## src/rtl/cdb_arbiter.sv

```systemverilog
// Merges the ALU and load-buffer result streams onto one registered CDB broadcast.
// Optional CDB_LOAD_PRIORITY_EN: load FIFO gets fixed priority instead of round-robin.
module cdb_arbiter #(
  parameter int ROB_WIDTH  = 4,
  parameter int DATA_WIDTH = 32,
  parameter int DEPTH      = 4
) (
  input  logic                  clk_in,
  input  logic                  rst_in,
  input  logic                  rdy_in,
  input  logic                  rob_cdb_rst_in,
  input  logic [ROB_WIDTH-1:0]  alu_cdb_b_in,
  input  logic [DATA_WIDTH-1:0] alu_cdb_result_in,
  output logic                  cdb_alu_rdy_out,
  input  logic [ROB_WIDTH-1:0]  lbuffer_cdb_b_in,
  input  logic [DATA_WIDTH-1:0] lbuffer_cdb_result_in,
  output logic                  cdb_lbuffer_rdy_out,
  output logic [ROB_WIDTH-1:0]  cdb_b_out,
  output logic [DATA_WIDTH-1:0] cdb_result_out
);

  localparam int CW = $clog2(DEPTH + 1);
  localparam int PW = $clog2(DEPTH);

  typedef enum logic {GRANT_ALU = 1'b0, GRANT_LB = 1'b1} grant_e;

  logic [ROB_WIDTH-1:0]  alu_tag_mem  [DEPTH];
  logic [DATA_WIDTH-1:0] alu_data_mem [DEPTH];
  logic [ROB_WIDTH-1:0]  lb_tag_mem   [DEPTH];
  logic [DATA_WIDTH-1:0] lb_data_mem  [DEPTH];

  logic [PW-1:0] alu_head, alu_tail, lb_head, lb_tail;
  logic [CW-1:0] alu_count, lb_count;
  grant_e        last_grant, last_grant_next;

  logic alu_push, lb_push, alu_pop, lb_pop;
  logic alu_nonempty, lb_nonempty, contested;
  logic clear;

  function automatic logic [PW-1:0] ptr_inc(input logic [PW-1:0] p);
    return (p == PW'(DEPTH - 1)) ? '0 : p + 1'b1;
  endfunction

  function automatic logic [CW-1:0] count_next(input logic [CW-1:0] c,
                                               input logic push, input logic pop);
    case ({push, pop})
      2'b10:   return c + 1'b1;
      2'b01:   return c - 1'b1;
      default: return c;
    endcase
  endfunction

  // Handshake: a producer presents a nonzero tag as "valid"; it is taken at an
  // edge (rdy_in high, no flush) where its rdy_out was high during that cycle.
  // rdy_out depends only on the registered count, so it never sees a same-cycle pop.
  always_comb begin
    cdb_alu_rdy_out     = alu_count < CW'(DEPTH);
    cdb_lbuffer_rdy_out = lb_count < CW'(DEPTH);
    alu_push            = (alu_cdb_b_in != '0) && cdb_alu_rdy_out;
    lb_push             = (lbuffer_cdb_b_in != '0) && cdb_lbuffer_rdy_out;
    alu_nonempty        = alu_count != '0;
    lb_nonempty         = lb_count != '0;
    contested           = alu_nonempty && lb_nonempty;
    clear               = rst_in || (rdy_in && rob_cdb_rst_in);
  end

  always_comb begin
    last_grant_next = last_grant;
`ifdef CDB_LOAD_PRIORITY_EN
    lb_pop  = lb_nonempty;
    alu_pop = alu_nonempty && !lb_nonempty;
`else
    // Contested grants go to whichever FIFO was not served by the last contest.
    alu_pop = alu_nonempty && (!lb_nonempty || (last_grant == GRANT_LB));
    lb_pop  = lb_nonempty && !alu_pop;
    if (contested) last_grant_next = alu_pop ? GRANT_ALU : GRANT_LB;
`endif
  end

  always_ff @(posedge clk_in) begin
    if (clear) begin
      alu_head       <= '0;
      alu_tail       <= '0;
      alu_count      <= '0;
      lb_head        <= '0;
      lb_tail        <= '0;
      lb_count       <= '0;
      last_grant     <= GRANT_LB;
      cdb_b_out      <= '0;
      cdb_result_out <= '0;
    end else if (rdy_in) begin
      if (alu_push) alu_tail <= ptr_inc(alu_tail);
      if (alu_pop)  alu_head <= ptr_inc(alu_head);
      if (lb_push)  lb_tail  <= ptr_inc(lb_tail);
      if (lb_pop)   lb_head  <= ptr_inc(lb_head);
      alu_count  <= count_next(alu_count, alu_push, alu_pop);
      lb_count   <= count_next(lb_count, lb_push, lb_pop);
      last_grant <= last_grant_next;
      if (alu_pop) begin
        cdb_b_out      <= alu_tag_mem[alu_head];
        cdb_result_out <= alu_data_mem[alu_head];
      end else if (lb_pop) begin
        cdb_b_out      <= lb_tag_mem[lb_head];
        cdb_result_out <= lb_data_mem[lb_head];
      end else begin
        cdb_b_out <= '0;
      end
    end
  end

  // Storage carries no reset; validity is tracked entirely by head/tail/count.
  always_ff @(posedge clk_in) begin
    if (!clear && rdy_in) begin
      if (alu_push) begin
        alu_tag_mem[alu_tail]  <= alu_cdb_b_in;
        alu_data_mem[alu_tail] <= alu_cdb_result_in;
      end
      if (lb_push) begin
        lb_tag_mem[lb_tail]  <= lbuffer_cdb_b_in;
        lb_data_mem[lb_tail] <= lbuffer_cdb_result_in;
      end
    end
  end

`ifndef SYNTHESIS
  always @(posedge clk_in) begin
    if (!clear && rdy_in) begin
      if ((alu_cdb_b_in != '0) && !cdb_alu_rdy_out)
        $display("cdb_arbiter warning: ALU tag %0d dropped, FIFO full", alu_cdb_b_in);
      if ((lbuffer_cdb_b_in != '0) && !cdb_lbuffer_rdy_out)
        $display("cdb_arbiter warning: load tag %0d dropped, FIFO full", lbuffer_cdb_b_in);
    end
  end
`endif

endmodule

```

## config.mk

```make
export PLATFORM = sky130hd
export DESIGN_NAME = cdb_arbiter
export DESIGN_NICKNAME = d
export VERILOG_FILES = /design/src/rtl/cdb_arbiter.sv
export SDC_FILE = /design/constraint.sdc
export NUM_CORES = 1
export LEC_CHECK = 0
export ABC_AREA = 0
export BUFFER_PORTS_ARGS = -buffer_cell sky130_fd_sc_hd__clkbuf_2
export CAP_MARGIN = 20
export CORE_MARGIN = 4
export CORE_UTILIZATION = 48
export DETAILED_ROUTE_END_ITERATION = 6
export PLACE_DENSITY = 0.66
export SLEW_MARGIN = 0
export SYNTH_ARGS = -nofsm -noshare
export SYNTH_HDL_FRONTEND = slang
export SYNTH_SLANG_ARGS = --single-unit
```

## constraint.sdc

```tcl
create_clock -name clk_in -period 5.9 [get_ports clk_in]
set_input_delay 0 -clock clk_in [delete_from_list [all_inputs] [get_ports clk_in]]
set_output_delay 0 -clock clk_in [all_outputs]
set_load 0.005 [all_outputs]
```

Yosys cells after proc, flatten, opt, wreduce, memory -nomap -nowiden
Memories as Yosys holds them, arrays and structs flattened. A register that Yosys moved wholly into a read port is not among the register bits.
Index checks and enable logic that the tools add are counted.
Cells by class
  add/subtract/negate cells: 8
  magnitude comparators: 2
  equal/unequal tests: 8
  muxes and demuxes: 25
  reduce and logical (&&, ||, !) cells: 27
Operators with widths (count)
  2-to-1 mux 32 bit: 2
  2-to-1 mux 2 bit: 12
  AND reduction 2 bit: 8
  == test 2 bit, second input constant: 6
  one-hot mux 3 bit (2 select lines): 2
  adder 2 x 1 -> 2 bit, second input constant: 4
  2-to-1 mux 4 bit: 2
  nonzero test 4 bit: 2
  logical AND 1 bit: 7
  2-to-1 mux 1 bit: 7
  adder 3 x 1 -> 3 bit, second input constant: 2
  less-than comparator 3 bit, second input constant: 2
  nonzero test 2 bit: 3
  nonzero test 3 bit: 2
  subtractor 3 x 1 -> 3 bit, second input constant: 2
  == test 2 x 1 -> 1 bit, second input constant: 2
  zero test 1 bit: 3
  logical OR 1 bit: 2
Storage, ports and cells
  bits in registers: 51
  RAM bits: 288
  output and inout bits: 38
  word-level logic and storage cells: 83
  memories kept: 4
Memory list
  alu_data_mem: depth 4, width 32, read ports 1, clocked after memory_dff 1, wr ports 1, line 28  | logic [DATA_WIDTH-1:0] alu_data_mem [DEPTH];
  lb_data_mem: depth 4, width 32, read ports 1, clocked after memory_dff 1, wr ports 1, line 30  | logic [DATA_WIDTH-1:0] lb_data_mem [DEPTH];
  alu_tag_mem: depth 4, width 4, read ports 1, clocked after memory_dff 1, wr ports 1, line 27  | logic [ROB_WIDTH-1:0] alu_tag_mem [DEPTH];
  lb_tag_mem: depth 4, width 4, read ports 1, clocked after memory_dff 1, wr ports 1, line 29  | logic [ROB_WIDTH-1:0] lb_tag_mem [DEPTH];

Longest topological paths before layout
  word-level depth: 9
  mapped depth: 12
  mapped depth without buffers: 10

Worst setup path after synthesis
Ideal clock, no wire load.
  path type: reg2reg
  start: register lb_count[2]
  end: memory lb_data_mem[0][0], enable pin
  arrival time: 1788 ps
  required time: 5503 ps
  slack: 3716 ps
  stages on the path, launching flop included: 3
  buffers on the path: 0
  path through: dfxtp_1 > nor3_1 > and3_1
Between the ends
  word-level cells in the longest chain between the ends: 5
Ends and longest elaborated chain
  start: declaration: line 33  | logic [CW-1:0] alu_count, lb_count;
  start signal: assignment: line 97  | lb_count <= count_next(lb_count, lb_push, lb_pop);
  less-than comparator 3 bit: line 58  | cdb_lbuffer_rdy_out = lb_count < CW'(DEPTH);
  logical AND 1 bit: line 60  | lb_push = (lbuffer_cdb_b_in != '0) && cdb_lbuffer_rdy_out;
  2-to-1 mux 1 bit: line 118  | if (lb_push) begin
  2-to-1 mux 1 bit: line 113  | if (!clear && rdy_in) begin
  2-to-1 mux 1 bit (implied by the code): line 120  | lb_data_mem[lb_tail] <= lbuffer_cdb_result_in;
  end: declaration: line 30
No other way between the ends.

Final worst setup path
  start: register lb_count[0]
  end: register alu_count[2]
Between the ends
  word-level cells in the longest chain between the ends: 7
  elaborated cells on any way between the ends: 9
  those cells by class: eq/ne: 2; mux: 1; reduce/logical: 6
Ends and longest elaborated chain
  nonzero test 3 bit *: line 62  | lb_nonempty = lb_count != '0;
  zero test 1 bit *: line 74  | alu_pop = alu_nonempty && (!lb_nonempty || (last_grant == GRANT_LB));
  logical OR 1 bit *: line 74
  logical AND 1 bit *: line 74
  == test 2 x 1 -> 1 bit / == test 2 bit (equally long branches): line 46  | case ({push, pop})
  nonzero test 2 bit (no line)
  AND reduction 2 bit (no line)
  end signal: assignment: line 96  | alu_count <= count_next(alu_count, alu_push, alu_pop);
  end: declaration: line 33
Mark *: on every way between the ends. The rest lies on a longest branch, timed or not.
A chain may end at the register's enable or synchronous reset.

==> run summary <==
STA
------------------------------------------------------------------------------------
Sum Neg Setup Slack                                                             0 ns
Count of endpoints failing setup in the final report                               0
Fin Clk Skew                                                               0.0107 ns
Slew Limit Headroom                                                            51.1%
Measured slew at the worst slew-check pin                                   0.734 ns
Setup repair after global routing missed its margin                               no
Tmin final                                                                   2.84 ns
Share of the clock period used by the worst path after layout                  48.2%
Total count of hold-check failures in the final report                             0
Total count of max-transition violations in the final report                       0
Tightest hold margin                                                       0.0445 ns
Fmax                                                                         352 MHz

WORST HOLD PATH
------------------------------------------------------------------------------------
Startpoint of the tightest hold check path                                    rst_in
Path type of the worst min-delay path                                         in2reg

SYNTH
------------------------------------------------------------------------------------
Mean instance size in the synthesized netlist                             18.7 sq um
Part of the Yosys area used for sequential elements                            75.3%
Post-Synthesis Net Count                                                         781
Proportion of synthesized flip-flops having asynchronous set or reset             0%
Top_reg_cell synth                                                          edfxtp_1
Number of cells produced by synthesis                                            691
Synthesis Warnings                                                                 0
Number of distinct library cells after synthesis                                  37
Mapped cell area                                                         13000 sq um
Number of register bits inferred by synthesis                                    343
Count of flip-flops with a built-in enable after synthesis                       288

WORST SETUP PATH
------------------------------------------------------------------------------------
Largest incremental delay on the critical path                               0.50 ns
Crit-path cells                                                         nor3_4 -> o21ai_4 -> buf_4 -> inv_2 -> ha_1 -> inv_1 -> fa_1 -> xnor2_1 -> nand2_1 -> xnor2_1 -> nor2_1
Critical-path top delay cell                                                   inv_2
Kind of critical path                                                        reg2reg
CP startpoint                                                            lb_count[0]
Startpoint of the worst-slack reg-to-reg timing path                     lb_count[0]
R2r setup slk                                                                3.06 ns
Worst endpoint required time                                                 6.27 ns
Data arrival time at the worst-slack endpoint                                3.22 ns
CP most frequent cell                                                        xnor2_1
Startpoint type of the worst setup path                                    flip-flop
Max Fanout on Critical Path                                                       38
Endpoint type of the worst setup path                                      flip-flop

ROUTE
------------------------------------------------------------------------------------
Via-to-Cell Ratio                                                               5.53
Routed wire length                                                      26200 microns
DR WL met2                                                              13500 microns
Top Layer Used                                                                  met4
DRC marker count from the first detailed-route iteration                         495
Via count                                                                       6918
Antenna Nets Post-Route                                                            0
Total iterations of the first detailed-routing run                                 5
WL/cell                                                                 20.9 microns
Detail Route met3 WL                                                    1540 microns
# DRC                                                                              0
Length of routed wiring on met1                                         10700 microns

PLACED DESIGN
------------------------------------------------------------------------------------
Post-detail-place hpwl                                                  16600 microns
IO buf count                                                                     113
Global placement routability congestion                                        0.813

POWER AND IR DROP
------------------------------------------------------------------------------------
Cell leakage power                                                        0.00539 uW
Worst-case vdd ir drop                                                      0.252 mV
Ratio of total power to cell area                                        342 nW/um^2

CTS
------------------------------------------------------------------------------------
Clock tree from TritonCTS                                                        yes
Clock tree sinks                                                                 343
Cell at the root of the clock tree                                         clkbuf_16
CTS H-tree lvls                                                                    2
Post-CTS Setup Bufs                                                                0
Hold Buf Count CTS                                                                73
Number of gates given a new drive strength after cts                               0
CTS clock-pin slew for the worst setup and hold paths                        0.06 ns
Clock insertion delay at the later pin of the skew report                    0.50 ns
Maximum buffer depth of the clock tree                                             3
TritonCTS Buffers                                                                 35

OUTCOME
------------------------------------------------------------------------------------
Outcome                                                                    completed

GRT
------------------------------------------------------------------------------------
Number of global-route vias before repair                                       7351
Number of antenna violations at the first check in global routing                  1
Overall track demand over capacity in global routing                           18.0%
Maximum number of pins on one net before global-route repair                      65
Remaining global-route overflow                                                    0
Global-route wire length before repair                                  40300 microns

RUN
------------------------------------------------------------------------------------
Count of max-cap constraint violations                                             0

LAYOUT
------------------------------------------------------------------------------------
Filler Cell Count                                                               1918
Share of cells above drive strength 1                                          28.4%
Most common cell after layout, fill and taps aside                          edfxtp_1
Syn-to-layout area delta                                                       21.1%
NumNets Final                                                                    981
Sequential cell area                                                      9750 sq um
Area of combinational cells with multiple inputs                          2930 sq um
Commonest cells after routing, fill and taps aside                      288 x edfxtp_1, 113 x clkbuf_2, 73 x dlygate4sd3_1

DIE
------------------------------------------------------------------------------------
Die Outline Area                                                         29700 sq um
Std cell rows                                                                     59
Horiz. Die Dim                                                           172 microns
Die Ht                                                                   172 microns
Starting utilization of the core area                                          49.3%
Placeable Area                                                           26300 sq um
IO Pins                                                                          114

report_power, final:
part | internal [uW] | switching [uW]
Clock | 1260 | 847
Sequential | 2710 | 47.8
Combinational | 220 | 286
logic make-up after synthesis:
group           after synthesis  synth area share, %
xor+xnor                      7                0.473
fa+ha+maj                    14                 1.47
flops                       343                 75.3
simple gates                110                 3.69
buf+inv                      52                 2.18
compound gates               87                 3.94
mux                          78                 13.0
synthesized netlist by cell type (3+ instances only):
cell type	instances	area share, %
edfxtp_1	288	67
mux4_2	72	13
nand2_1	69	2.0
dfxtp_1	55	8.5
a31oi_1	32	1.5
o21ai_1	27	1.0
nor2_1	15	0.43
buf_2	14	0.54
inv_1	13	0.38
a21oi_1	12	0.46
ha_1	12	1.2
clkbuf_1	9	0.26
and3_1	8	0.39
buf_6	8	0.70
o21ai_0	8	0.31
mux2i_1	6	0.46
nand3_1	6	0.23
xnor2_1	6	0.41
buf_1	3	0.087
or3_1	3	0.14
sequential cells by signal, summed over array words and instances, names as in the netlist, named ones only:
register        flops
cdb_b_out           4
alu_tail            2
alu_tag_mem        16
last_grant          1
lb_tag_mem         16
alu_head            2
alu_data_mem      128
lb_head             2
cdb_result_out     32
lb_data_mem       128
lb_count            3
lb_tail             2
alu_count           3
path summary, 6_finish.rpt:
| check | to | cells after the start |
|---|---|---|
| min reg2reg | flip-flop | 2 |
| min | last_grant | 4 |
| max | alu_count[2] | 11 |
| max reg2reg | alu_count[2] | 11 |
critical path: cells and delay by family, from the launching register on:
| family | cells | cell delay, ns |
|---|---|---|
| and+or+nand+nor | 3 | 0.46 |
| DFF | 1 | 0.36 |
| adders and majority gates | 2 | 0.67 |
| buffers and inverters | 3 | 0.83 |
| AOI/OAI and AO/OA | 1 | 0.07 |
| xor gates and xnor gates | 2 | 0.30 |
final cells by class:
class | instances | share of cell area [%]
Sequential cell | 343 | 62.2
Multi-Input combinational cell | 296 | 18.7
Timing Repair Buffer | 201 | 9.06
Clock buffer | 55 | 6.65
Tap cell | 335 | 2.67
Clock inverter | 7 | 0.383
Inverter | 14 | 0.335
Antenna cell | 1 | 0.0160
metal layers:
| layer | up-vias | GRT usage (%) |
|---|---|---|
| met4 | 0 | 4.68 |
| met2 | 213 | 31.4 |
| li1 | 3145 | - |
| met1 | 3519 | 23.5 |
| met3 | 41 | 3.38 |
| met5 | - | 0 |
per-stage QoR:
| stage | util [%] | worst slack [ns] | std cells | cell area (sq um) | power, uW |
|---|---|---|---|---|---|
| floorplan | - | 3.72 | 691 | 13000 | 3120 |
| global placement | 52.6 | 3.22 | 1115 | 13800 | 3250 |
| detailed placement | 52.6 | 3.11 | 1115 | 13800 | 3270 |
| CTS | 59.6 | 3.09 | 1250 | 15700 | 5420 |
| global route | 59.7 | 2.84 | 1252 | 15700 | 5570 |
| finish | 59.7 | 3.06 | 1252 | 15700 | 5370 |
No activity file was read; power rests on OpenSTA's default activity.
